File: config.mk
export PLATFORM = sky130hd
export DESIGN_NAME = wb_mem_adapter_flat
export DESIGN_NICKNAME = d
export VERILOG_FILES = /design/src/rtl/wb_mem_adapter_if.sv /design/src/rtl/wb_mem_adapter.sv /design/src/flat_wrapper.sv
export SDC_FILE = /design/constraint.sdc
export NUM_CORES = 1
export LEC_CHECK = 0
export ABC_AREA = 1
export ABC_CLOCK_PERIOD_IN_PS = 1600
export BUFFER_PORTS_ARGS = -buffer_cell sky130_fd_sc_hd__buf_2
export CAP_MARGIN = 25
export CORE_AREA = 2 2 105 107
export CTS_BUF_LIST = sky130_fd_sc_hd__clkbuf_16
export DETAILED_ROUTE_END_ITERATION = 12
export DIE_AREA = 0 0 107 109
export GPL_ROUTABILITY_DRIVEN = 0
export GPL_TIMING_DRIVEN = 0
export PLACE_DENSITY = 0.81
export RECOVER_POWER = 25
export SLEW_MARGIN = 0
export SYNTH_ARGS = -nofsm -noshare
export SYNTH_HDL_FRONTEND = slang
export SYNTH_SLANG_ARGS = --single-unit
File: constraint.sdc
create_clock -name clk -period 1.6 [get_ports clk]
set_input_delay 0.16 -clock clk [delete_from_list [all_inputs] [get_ports clk]]
set_output_delay 0.16 -clock clk [all_outputs]
set_load 0.005 [all_outputs]
File: src/rtl/wb_mem_adapter_if.sv
// wb_mem_adapter_if
// Classic Wishbone bus bundle between the memory adapter (master) and a
// memory/slave. Handshake: the master holds cyc_o/stb_o high with stable
// we_o/sel_o/adr_o/dat_o until the slave answers with ack_i or err_i for one
// cycle. The master then drops cyc_o/stb_o on the same edge it samples the answer.
//   cyc_o, stb_o, we_o : master -> slave cycle, strobe, write enable
//   sel_o[3:0]         : master -> slave byte enables
//   adr_o[31:0]        : master -> slave byte address
//   dat_o[31:0]        : master -> slave write data
//   dat_i[31:0]        : slave -> master read data
//   ack_i, err_i       : slave -> master termination
interface wb_mem_adapter_if;
  logic        cyc_o;
  logic        stb_o;
  logic        we_o;
  logic [3:0]  sel_o;
  logic [31:0] adr_o;
  logic [31:0] dat_o;
  logic [31:0] dat_i;
  logic        ack_i;
  logic        err_i;

  modport master (
    output cyc_o, stb_o, we_o, sel_o, adr_o, dat_o,
    input  dat_i, ack_i, err_i
  );

  modport slave (
    input  cyc_o, stb_o, we_o, sel_o, adr_o, dat_o,
    output dat_i, ack_i, err_i
  );
endinterface

File: src/rtl/wb_mem_adapter.sv
// wb_mem_adapter
// Turns the request unit's level-style memory request into one classic
// Wishbone transaction. The request is latched on acceptance and the bus is
// driven only from those registers. Each transaction is bounded by an ack
// timeout.
// Ports:
//   clk, nRst            : clock, synchronous active-low reset
//   read_to_mem          : read request (level)
//   write_to_mem         : write request (level, wins over read)
//   sel_to_mem[3:0]      : byte enables
//   adr_to_mem[31:0]     : byte address
//   data_to_mem[31:0]    : write data
//   mem_busy             : request pending or in flight
//   data_from_mem[31:0]  : read data, valid in the DONE cycle, held afterwards
//   bus_error            : one-cycle pulse in DONE on err_i or timeout
//   wb                   : Wishbone master side
//   dbg_state[1:0]       : FSM state (0 IDLE, 1 BUS, 2 DONE)
module wb_mem_adapter #(
  parameter int unsigned TIMEOUT_CYCLES = 255,
  parameter logic [31:0] ERR_DATA       = 32'hDEAD_BEEF
) (
  input  logic                    clk,
  input  logic                    nRst,
  input  logic                    read_to_mem,
  input  logic                    write_to_mem,
  input  logic [3:0]              sel_to_mem,
  input  logic [31:0]             adr_to_mem,
  input  logic [31:0]             data_to_mem,
  output logic                    mem_busy,
  output logic [31:0]             data_from_mem,
  output logic                    bus_error,
  wb_mem_adapter_if.master        wb,
  output logic [1:0]              dbg_state
);

  typedef enum logic [1:0] {
    IDLE = 2'd0,
    BUS  = 2'd1,
    DONE = 2'd2
  } state_t;

  // Exit happens at count TIMEOUT_CYCLES-1, so the 16-bit counter never wraps.
  localparam logic [15:0] TO_LAST = 16'(TIMEOUT_CYCLES - 1);

  state_t      state;
  state_t      next_state;
  logic [15:0] cnt;
  logic        req;
  logic        timeout;
  logic        end_ok;
  logic        end_err;

  assign req       = read_to_mem | write_to_mem;
  assign timeout   = (cnt == TO_LAST);
  // Termination priority: err_i, then ack_i, then timeout.
  assign end_ok    = wb.ack_i & ~wb.err_i;
  assign end_err   = wb.err_i | (~wb.ack_i & timeout);
  assign dbg_state = state;

  // State register
  always_ff @(posedge clk) begin
    if (!nRst) state <= IDLE;
    else       state <= next_state;
  end

  // Next-state logic
  always_comb begin
    next_state = state;
    case (state)
      IDLE:    if (req) next_state = BUS;
      BUS:     if (end_ok || end_err) next_state = DONE;
      DONE:    next_state = IDLE;
      default: next_state = IDLE;
    endcase
  end

  // Output logic: during reset the FSM is treated as sitting in IDLE.
  always_comb begin
    mem_busy = 1'b0;
    if (!nRst) begin
      mem_busy = req;
    end else begin
      case (state)
        IDLE:    mem_busy = req;
        BUS:     mem_busy = 1'b1;
        default: mem_busy = 1'b0;
      endcase
    end
  end

  // Request latch, bus drive, timeout counter and response capture.
  always_ff @(posedge clk) begin
    if (!nRst) begin
      wb.cyc_o      <= 1'b0;
      wb.stb_o      <= 1'b0;
      wb.we_o       <= 1'b0;
      wb.sel_o      <= 4'h0;
      wb.adr_o      <= 32'h0;
      wb.dat_o      <= 32'h0;
      data_from_mem <= 32'h0;
      bus_error     <= 1'b0;
      cnt           <= 16'h0;
    end else begin
      case (state)
        IDLE: begin
          bus_error <= 1'b0;
          if (req) begin
            wb.sel_o <= sel_to_mem;
            wb.adr_o <= adr_to_mem;
            wb.dat_o <= data_to_mem;
            wb.we_o  <= write_to_mem;
            wb.cyc_o <= 1'b1;
            wb.stb_o <= 1'b1;
            cnt      <= 16'h0;
          end
        end
        BUS: begin
          cnt <= cnt + 16'd1;
          if (end_ok || end_err) begin
            wb.cyc_o  <= 1'b0;
            wb.stb_o  <= 1'b0;
            bus_error <= end_err;
            // Writes return zero; reads return bus data or the error pattern.
            if (wb.we_o)      data_from_mem <= 32'h0;
            else if (end_err) data_from_mem <= ERR_DATA;
            else              data_from_mem <= wb.dat_i;
          end
        end
        default: begin
          // DONE: bus_error was high for exactly this cycle.
          bus_error <= 1'b0;
        end
      endcase
    end
  end

endmodule

File: src/flat_wrapper.sv
// flat-port wrapper written by rule: the top's interface ports become plain ports
module wb_mem_adapter_flat 
#(
  parameter int unsigned TIMEOUT_CYCLES = 255,
  parameter logic [31:0] ERR_DATA       = 32'hDEAD_BEEF
)
  (clk, nRst, read_to_mem, write_to_mem, sel_to_mem, adr_to_mem, data_to_mem, mem_busy, data_from_mem, bus_error, dbg_state, wb_cyc_o, wb_stb_o, wb_we_o, wb_sel_o, wb_adr_o, wb_dat_o, wb_dat_i, wb_ack_i, wb_err_i);
  wb_mem_adapter_if wb_i ();
  input  logic clk;
  input  logic nRst;
  input  logic read_to_mem;
  input  logic write_to_mem;
  input  logic [3:0] sel_to_mem;
  input  logic [31:0] adr_to_mem;
  input  logic [31:0] data_to_mem;
  output logic mem_busy;
  output logic [31:0] data_from_mem;
  output logic bus_error;
  output logic [1:0] dbg_state;
  output wire logic [$bits(wb_i.cyc_o)-1:0] wb_cyc_o;
  output wire logic [$bits(wb_i.stb_o)-1:0] wb_stb_o;
  output wire logic [$bits(wb_i.we_o)-1:0] wb_we_o;
  output wire logic [$bits(wb_i.sel_o)-1:0] wb_sel_o;
  output wire logic [$bits(wb_i.adr_o)-1:0] wb_adr_o;
  output wire logic [$bits(wb_i.dat_o)-1:0] wb_dat_o;
  input wire logic [$bits(wb_i.dat_i)-1:0] wb_dat_i;
  input wire logic [$bits(wb_i.ack_i)-1:0] wb_ack_i;
  input wire logic [$bits(wb_i.err_i)-1:0] wb_err_i;
  assign wb_cyc_o = wb_i.cyc_o;
  assign wb_stb_o = wb_i.stb_o;
  assign wb_we_o = wb_i.we_o;
  assign wb_sel_o = wb_i.sel_o;
  assign wb_adr_o = wb_i.adr_o;
  assign wb_dat_o = wb_i.dat_o;
  assign wb_i.dat_i = wb_dat_i;
  assign wb_i.ack_i = wb_ack_i;
  assign wb_i.err_i = wb_err_i;
  wb_mem_adapter #(.TIMEOUT_CYCLES(TIMEOUT_CYCLES), .ERR_DATA(ERR_DATA)) u_core (.clk(clk), .nRst(nRst), .read_to_mem(read_to_mem), .write_to_mem(write_to_mem), .sel_to_mem(sel_to_mem), .adr_to_mem(adr_to_mem), .data_to_mem(data_to_mem), .mem_busy(mem_busy), .data_from_mem(data_from_mem), .bus_error(bus_error), .wb(wb_i), .dbg_state(dbg_state));
endmodule
Word-level counts from Yosys, hierarchy flattened
Index checks and enable logic that the tools add are counted.
{ "totals": {"register_bits": 121, "ramBits": 0, "in_bits": 106, "mem_bits_ro": 0, "memories": 0, "output_inout_bits": 107, "latch_bits": 0, "elab_cells": 41} }
{ "op_classes": {"n_mul": 0, "n_div": 0, "add_sub_neg": 1, "mux": 12, "n_reduce_logical": 9, "n_eq_ne": 4, "n_shift": 0, "bitwise": 6, "magnitude_cmp": 0} }
{ "op_table": {"columns": ["cell", "count"], "rows": [
  ["$mux 32", 2],
  ["$pmux 16 s2", 1],
  ["$add 16x1->16 const B", 1],
  ["$eq 16x8->1 const B", 1],
  ["$mux 16", 1],
  ["$reduce_and 2->1", 5],
  ["$mux 2", 2],
  ["$ne 2x1->1 const B", 2],
  ["$pmux 1 s2", 2],
  ["$pmux 2 s2", 1],
  ["$mux 1", 3],
  ["$reduce_and 3->1", 1],
  ["$and 1x1->1", 2],
  ["$eq 2x1->1 const B", 1],
  ["$logic_not 2->1", 1],
  ["$not 1->1", 2],
  ["$or 1x1->1", 2],
  ["$reduce_bool 2->1", 1],
  ["$logic_or 1x1->1", 1]
]} }

Logic depth before layout (Yosys ltp)
Gate-level depths: netlist (run 1).
{ "logic_depth": {"word_depth": 6, "mapped_depth": 10, "mapped_depth_nobuf": 10} }

Worst setup path before layout (run 1)
No wires, ideal clock.
{ "synth_path": {"kind": "register to register", "startpoint": "register u_core.cnt[0]", "endpoint": "register u_core.data_from_mem[1]", "setup_slack_ps": 267, "setup_ps": 117, "n_path_buf": 1, "path_stages_with_launch": 11, "synth_period_minus_slack_ps": 1333, "arrival_ps": 1217, "t_required_ps": 1483, "path_cell_list": "dfxtp_1 -> inv_1 -> ha_1 -> nand3_1 -> nor2_1 -> nand2_1 -> nand3_2 -> nand2_4 -> buf_6 -> nand3_1 -> o21ai_2"} }
{ "synth_between": {"elab_chain_cells": 5, "elab_cells_between_ends": 7, "cone_classes": "eq/ne: 1; mux: 2; bitwise: 2; reduce/logical: 2"} }
{ "synth_lines": {"columns": ["item", "line", "rtl"], "rows": [
  ["start: declaration", "wb_mem_adapter.sv:47", "logic [15:0] cnt;"],
  ["start signal: assignment", "wb_mem_adapter.sv:118", "cnt <= cnt + 16'd1;"],
  ["$eq 16x8->1 *", "wb_mem_adapter.sv:54", "assign timeout = (cnt == TO_LAST);"],
  ["$and 1x1->1 *", "wb_mem_adapter.sv:57", "assign end_err = wb.err_i | (~wb.ack_i & timeout);"],
  ["$or 1x1->1 *", "wb_mem_adapter.sv:57", null],
  ["$mux 32 / $logic_or 1x1->1 (equally long branches)", "wb_mem_adapter.sv:125, wb_mem_adapter.sv:119", null],
  ["$mux 32 / $reduce_and 2->1 (equally long branches)", null, null],
  ["end signal: assignment", "wb_mem_adapter.sv:126", "else data_from_mem <= wb.dat_i;"],
  ["end: declaration", "wb_mem_adapter.sv:30", "output logic [31:0] data_from_mem,"]
]} }
Every way passes the cells marked *; elsewhere a longest branch is shown, timed or not.
A chain may end at the register's enable or synchronous reset.

Worst setup path in the final report (run 1)
{ "layout_path": {"startpoint": "register u_core.cnt[0]", "endpoint": "register u_core.data_from_mem[0]"} }
The elaborated chain is that of the path after synthesis.

==> flow_summary.json, run 1 <==
{
  "cts_inserted_buffers": 17,
  "fin_ws_ns": 0.08514,
  "clkLatencyLatePin_ns": 0.41,
  "coreArea_mm2": 0.01060,
  "dp_hpwl_um": 10170,
  "grt_start_max_net_pins": 17,
  "vias": 5130,
  "synth_cell_types": 30,
  "synthXorXnorAreaFrac": 0,
  "final_cell_mix": "198 x buf_2, 163 x nor2_1, 117 x dfxtp_1, 97 x o21ai_0, 56 x nand2_1",
  "area_delta_synth_final_pct": 40.63,
  "die_h_um": 109,
  "reg2reg_to": "u_core.data_from_mem[0]$_SDFFE_PN0P_",
  "clockBufferDepth": 2,
  "cellPowerDensity_mw_per_mm2": 1200,
  "max_cap_viol_count": 0,
  "clock.fmax_ghz": 0.6601,
  "critPathLaunchType": "register",
  "h-tree-depth": 4,
  "syn_nets": 745,
  "clkSinkCount": 121,
  "rows": 38,
  "switchingPower_mw": 2.175,
  "critPathCapture": "u_core.data_from_mem[0]$_SDFFE_PN0P_",
  "p_int_mw": 5.938,
  "clkTransAtPathRegs_ns": 0.05,
  "fin_crit_ns": 1.515,
  "yosys.area_share.simple": 0.2462,
  "ys_seq_elements": 121,
  "period_share": 0.9468,
  "hp-class": "in -> reg",
  "timing.final.hold_violations": 0,
  "synth_compound_area_frac": 0.1666,
  "ios": 213,
  "diodes": 0,
  "start_util": 0.4534,
  "drc": 0,
  "yosysWarnings": 0,
  "syn_area_per_cell_um2": 7.546,
  "grt_pass1_wl_um": 22580,
  "placed_area_mm2": 0.006043,
  "r2r_start": "u_core.cnt[0]$_SDFFE_PN0P_",
  "wl_per_cell_um": 13.64,
  "p_comb_frac": 0.163,
  "synth-adder-area-share": 0.005206,
  "slew_violations": 0,
  "muxShareOfSynthArea": 0,
  "crit_arrival_ns": 1.85,
  "first_global_vias": 4790,
  "fin_skew_ns": 0.008844,
  "max_slew_margin": 0.6391,
  "switching_share": 0.2681,
  "crit_required_ns": 1.94,
  "nets": 995,
  "mappedNetlistArea_mm2": 0.004807,
  "vdd_drop_max_mv": 0.8350,
  "die_x_um": 107,
  "drive_gt1_frac": 0.3018,
  "crit_path_end_kind": "register",
  "seqPwrFrac": 0.425,
  "final_common_cell": "buf_2",
  "ys_seq_area_frac": 0.5039,
  "io_buffers": 212,
  "dp_worst_setup_slack_ns": 0.05676,
  "syn_inst": 637,
  "dieArea_mm2": 0.01166,
  "stdcell_area_mm2": 0.006760,
  "r2r_slack_ns": 0.09,
  "drt_iter0_drc": 432,
  "clkPwrFrac": 0.413,
  "outcome": "completed",
  "tightest_slew_ns": 0.5414,
  "drt-total-wl_um": 14150,
  "path_max_fanout": 10,
  "grt_usage": 0.2472,
  "grt-ovfl-total": 0,
  "root_buffer": "clkbuf_16",
  "setup_viol_count_final": 0,
  "reg2reg_depth": 10,
  "final_antenna_net_count": 0,
  "synth_top_family_by_area": "simple AND/OR/NAND/NOR gates",
  "crit_type": "reg -> reg",
  "grt_setup_unrepaired": "false",
  "antenna_found_initial": 0,
  "crit_start": "u_core.cnt[0]$_SDFFE_PN0P_",
  "cts_tree": "built",
  "tns_ns": 0,
  "avgViaCountPerCell": 4.942,
  "firstDrtPassIters": 5,
  "p_leak_nw": 3.227
}
[registers in the layout (all words and copies together), names as in the netlist]
register	count
u_core.wb.sel_o	4
u_core.wb.cyc_o	1
u_core.wb.we_o	1
u_core.data_from_mem	32
u_core.cnt	16
u_core.dbg_state	2
u_core.wb.dat_o	32
u_core.bus_error	1
u_core.wb.adr_o	32
[stage by stage]
| stage | utilization | total power, mW | hold WS, ns | std cells |
|---|---|---|---|---|
| CTS | 0.6369 | 8.145 | 0.0001739 | 1038 |
| floorplan | - | 4.169 | 0.3010 | 637 |
| global placement | 0.5700 | 4.744 | 0.4073 | 989 |
| detailed placement | 0.5700 | 4.771 | 0.4112 | 989 |
| finish | 0.6376 | 8.113 | 0.005903 | 1038 |
| global route | 0.6376 | 8.478 | 0.01163 | 1038 |
[synth_stat cells]
cell      count  area [um^2]
nand4_1       1        6.260
buf_4         1        7.510
a31oi_1       1        6.260
inv_1        35        131.4
ha_1          2        25.02
a211oi_1      2        15.01
clkinv_1      1        3.750
nor2_4        3        33.78
nor3_1        1        5.000
nand2_1      57        214.0
a22oi_1       1        7.510
a21oi_2       1        8.760
o22ai_1       3        18.77
nand2_2       7        43.79
a21oi_1      12        60.06
dfxtp_1     121         2422
or2_1         1        6.260
nand2_4       2        22.52
inv_2         3        11.26
nor2_1      167        626.9
buf_1         3        11.26
nand3_1      39        195.2
o211ai_1      1        7.510
o21ai_2       3        26.28
nand3_2       3        30.03
buf_2        12        60.06
clkbuf_1     16        60.06
buf_6         8        90.09
o21ai_0      98        490.5
o21ai_1      32        160.2
[critical path, stage by stage, from the launching register on]
cell and delay [ns]:
dfxtp_2 0.36, inv_2 0.05, ha_1 0.21, nand3_1 0.08, nor2_1 0.05, nand2_1 0.09, nand3_4 0.10, nand2_4 0.16
buf_6 0.16, nand3_1 0.08, o21ai_1 0.10
[per-layer routing]
layer / share of wire / vias up / track usage
met5: 0 / - / 0
met4: 0.038 / 0 / 0.1289
met3: 0.061 / 41 / 0.06276
met2: 0.48 / 200 / 0.4140
met1: 0.42 / 2323 / 0.2937
li1: - / 2566 / -
[area by class of cell]
type | instances | area, um^2
Fill cell | 970 | 3842
Sequential cell | 121 | 2427
Multi-Input combinational cell | 437 | 2029
Timing Repair Buffer | 231 | 1221
Clock buffer | 17 | 425.4
Buffer | 40 | 244.0
Tap cell | 140 | 175.2
Inverter | 39 | 146.4
Clock inverter | 13 | 91.34
[power groups by stage]
stage / Clock, mW / Combinational, mW / Sequential (mW)
4_1_cts: 3.38 / 1.32 / 3.44
2_1_floorplan: 0 / 0.644 / 3.53
3_3_place_gp: 0 / 1.26 / 3.49
6_report: 3.35 / 1.32 / 3.44
5_1_grt: 3.51 / 1.50 / 3.47
3_5_place_dp: 0 / 1.27 / 3.50
[worst min path at each step]
stage / startpoint / to / slack [ns] / cells past startpoint
floorplan: wb_dat_i[14] / u_core.data_from_mem[14]$_SDFFE_PN0P_ / 0.30 / 2
global placement: wb_dat_i[4] / u_core.data_from_mem[4]$_SDFFE_PN0P_ / 0.41 / 3
detailed placement: wb_dat_i[22] / u_core.data_from_mem[22]$_SDFFE_PN0P_ / 0.41 / 3
CTS: data_to_mem[0] / u_core.wb.dat_o[0]$_SDFFE_PN0P_ / 0.0002 / 3
global route: wb_dat_i[24] / u_core.data_from_mem[24]$_SDFFE_PN0P_ / 0.01 / 3
finish: sel_to_mem[3] / u_core.wb.sel_o[3]$_SDFFE_PN0P_ / 0.006 / 3
[repair_timing]
| item | 4_1_cts | 5_1_grt |
|---|---|---|
| cloned | 0 | 0 |
| gates resized for setup | 1 | 21 |
| hold endpoints to repair | 19 | 0 |
| pin swaps | 0 | 1 |
| setup buffers | 0 | 0 |
| endpoints found under the setup margin | 1 | 86 |
| hold buffers | 19 | 0 |
[cells by family after synthesis]
logic type      count (synthesis)
compound gates                154
simple gates                  281
fa+ha+maj                       2
buf+inv                        79
flops                         121
No activity file was read; power rests on OpenSTA's default activity.
==> run 2: changes to the inputs <==
Settings changed: ABC_CLOCK_PERIOD_IN_PS 1600 to 1850, CORE_AREA 2 2 105 107 to 2 2 77 134, DIE_AREA 0 0 107 109 to 0 0 79 136, PLACE_DENSITY 0.81 to 0.87.
Clock period 1.6 ns to 1.85 ns, I/O delays scaled along.
==> run 2 against run 1 <==
Count of clock-buffer cells in the layout unchanged; via count shrank 2.2%; design area is 3.1% lower; power fell by 11%; combinational power down 17%; first-iteration DRC count fell by 46%; core utilization is 3.6 points higher; die area shrank 7.9%; clock skew rose by 0.010 ns; global-route usage rose by 1.1 points; setup slack improved by 0.061 ns; critical endpoint is now mem_busy; highest routed layer unchanged.
==> flow_summary.json, run 2 (synthesized netlist as in run 1, its figures left out) <==
{
  "diodes": 0,
  "dp_hpwl_um": 10160,
  "tightest_slew_ns": 0.5528,
  "max_cap_viol_count": 0,
  "met3_usage": 0.1056,
  "drt-total-wl_um": 13620,
  "grt_setup_unrepaired": "false",
  "dp_worst_setup_slack_ns": 0.2219,
  "clockBufferDepth": 2,
  "root_buffer": "clkbuf_16",
  "clkSinkCount": 121,
  "grt_start_max_net_pins": 17,
  "crit_arrival_ns": 1.52,
  "use_met1": 0.2480,
  "dieArea_mm2": 0.01074,
  "vias": 5019,
  "tns_ns": 0,
  "cts_tree": "built",
  "largestRegisters": "u_core.data_from_mem: 32 flops, u_core.wb.adr_o: 32 flops, u_core.wb.dat_o: 32 flops",
  "max_slew_margin": 0.6314,
  "io_buffers": 212,
  "setup_viol_count_final": 0,
  "fin_crit_ns": 1.704,
  "cts_resized": 0,
  "grt_pass1_wl_um": 21870,
  "cts_inserted_buffers": 17,
  "final_common_cell": "buf_2",
  "final_cell_mix": "198 x buf_2, 167 x nor2_1, 121 x dfxtp_1, 98 x o21ai_0, 57 x nand2_1",
  "antenna_found_initial": 0,
  "h-tree-depth": 4,
  "path_max_fanout": 5,
  "final_antenna_net_count": 0,
  "grt_usage": 0.2578,
  "slew_violations": 0,
  "crit_required_ns": 1.66,
  "clock.fmax_ghz": 0.5868,
  "stdcell_area_mm2": 0.006554,
  "firstDrtPassIters": 4,
  "critPathLaunchType": "register",
  "p_leak_nw": 3.143,
  "nFillCells": 854,
  "ios": 213,
  "first_global_vias": 4897,
  "globalRouteMet2Util": 0.4741,
  "die_h_um": 136,
  "crit_type": "reg -> out",
  "postCtsSetupBuffers": 0,
  "cellPowerDensity_mw_per_mm2": 1099,
  "coreArea_mm2": 0.009729,
  "timing.final.hold_violations": 0,
  "die_x_um": 79,
  "clkTransAtPathRegs_ns": 0.06,
  "rows": 48,
  "fin_skew_ns": 0.01916,
  "start_util": 0.4941,
  "grt-ovfl-total": 0,
  "totalPowerFinal_mw": 7.201,
  "clkLatencyLatePin_ns": 0.42,
  "nets": 976,
  "busiest_layer": "met2",
  "vdd_drop_max_mv": 0.8091,
  "period_share": 0.9212,
  "fin_ws_ns": 0.1458,
  "avgViaCountPerCell": 4.989,
  "placed_area_mm2": 0.006025,
  "hold_buffers": 0,
  "wl_per_cell_um": 13.54,
  "hp-class": "in -> reg",
  "area_delta_synth_final_pct": 36.34,
  "crit_path_end_kind": "primary output",
  "outcome": "completed",
  "r2r_slack_ns": 0.18,
  "drc": 0,
  "drive_gt1_frac": 0.2906,
  "whs_ns": 0.006509,
  "drt_iter0_drc": 234
}
[run 2: path summary, 6_finish.rpt]
| check | from | endpoint | cells after the start |
|---|---|---|---|
| setup / recovery | u_core.dbg_state[1]$_SDFFE_PN0P_ | mem_busy | 6 |
| hold / removal | wb_dat_i[17] | u_core.data_from_mem[17]$_SDFFE_PN0P_ | 3 |
| setup reg to reg | u_core.dbg_state[1]$_SDFFE_PN0P_ | u_core.wb.adr_o[23]$_SDFFE_PN0P_ | 6 |
| hold reg to reg | u_core.data_from_mem[15]$_SDFFE_PN0P_ | u_core.data_from_mem[15]$_SDFFE_PN0P_ | 2 |
[run 2: worst max-delay path, cell delays in order (launching register included)]
cell and delay [ns]:
dfxtp_1 0.42, inv_1 0.08, nand2_1 0.18, nor2_1 0.09
inv_1 0.14, nand2_1 0.07, buf_2 0.13
[run 2: power breakdown]
part / total, mW / switching, mW / internal, mW
clock: 3.13 / 1.18 / 1.96
combinational: 1.09 / 0.636 / 0.453
sequential: 2.98 / 0.126 / 2.85
total: 7.20 / 1.94 / 5.26
[run 2: layout make-up]
type | count | area (um^2) | area share
well taps | 125 | 156.4 | 0.02386
plain buffers | 40 | 229.0 | 0.03494
clock inverters | 15 | 136.4 | 0.02081
clock buffers | 17 | 425.4 | 0.06491
inverters | 39 | 146.4 | 0.02234
repair buffers | 212 | 1028 | 0.1569
flip-flops and latches | 121 | 2422 | 0.3696
multi-input cells | 437 | 2009 | 0.3066
[run 2: through the flow]
step,cells,util
floorplan,637,-
global placement,974,0.6192
detailed placement,974,0.6192
CTS,1006,0.6770
global route,1006,0.6736
finish,1006,0.6736
[run 2: per-layer routing]
metal  wire length, um  vias up
met5                 0        -
met4               329        0
met3              1152       29
met2              7168      220
met1              4972     2241
li1                  -     2529
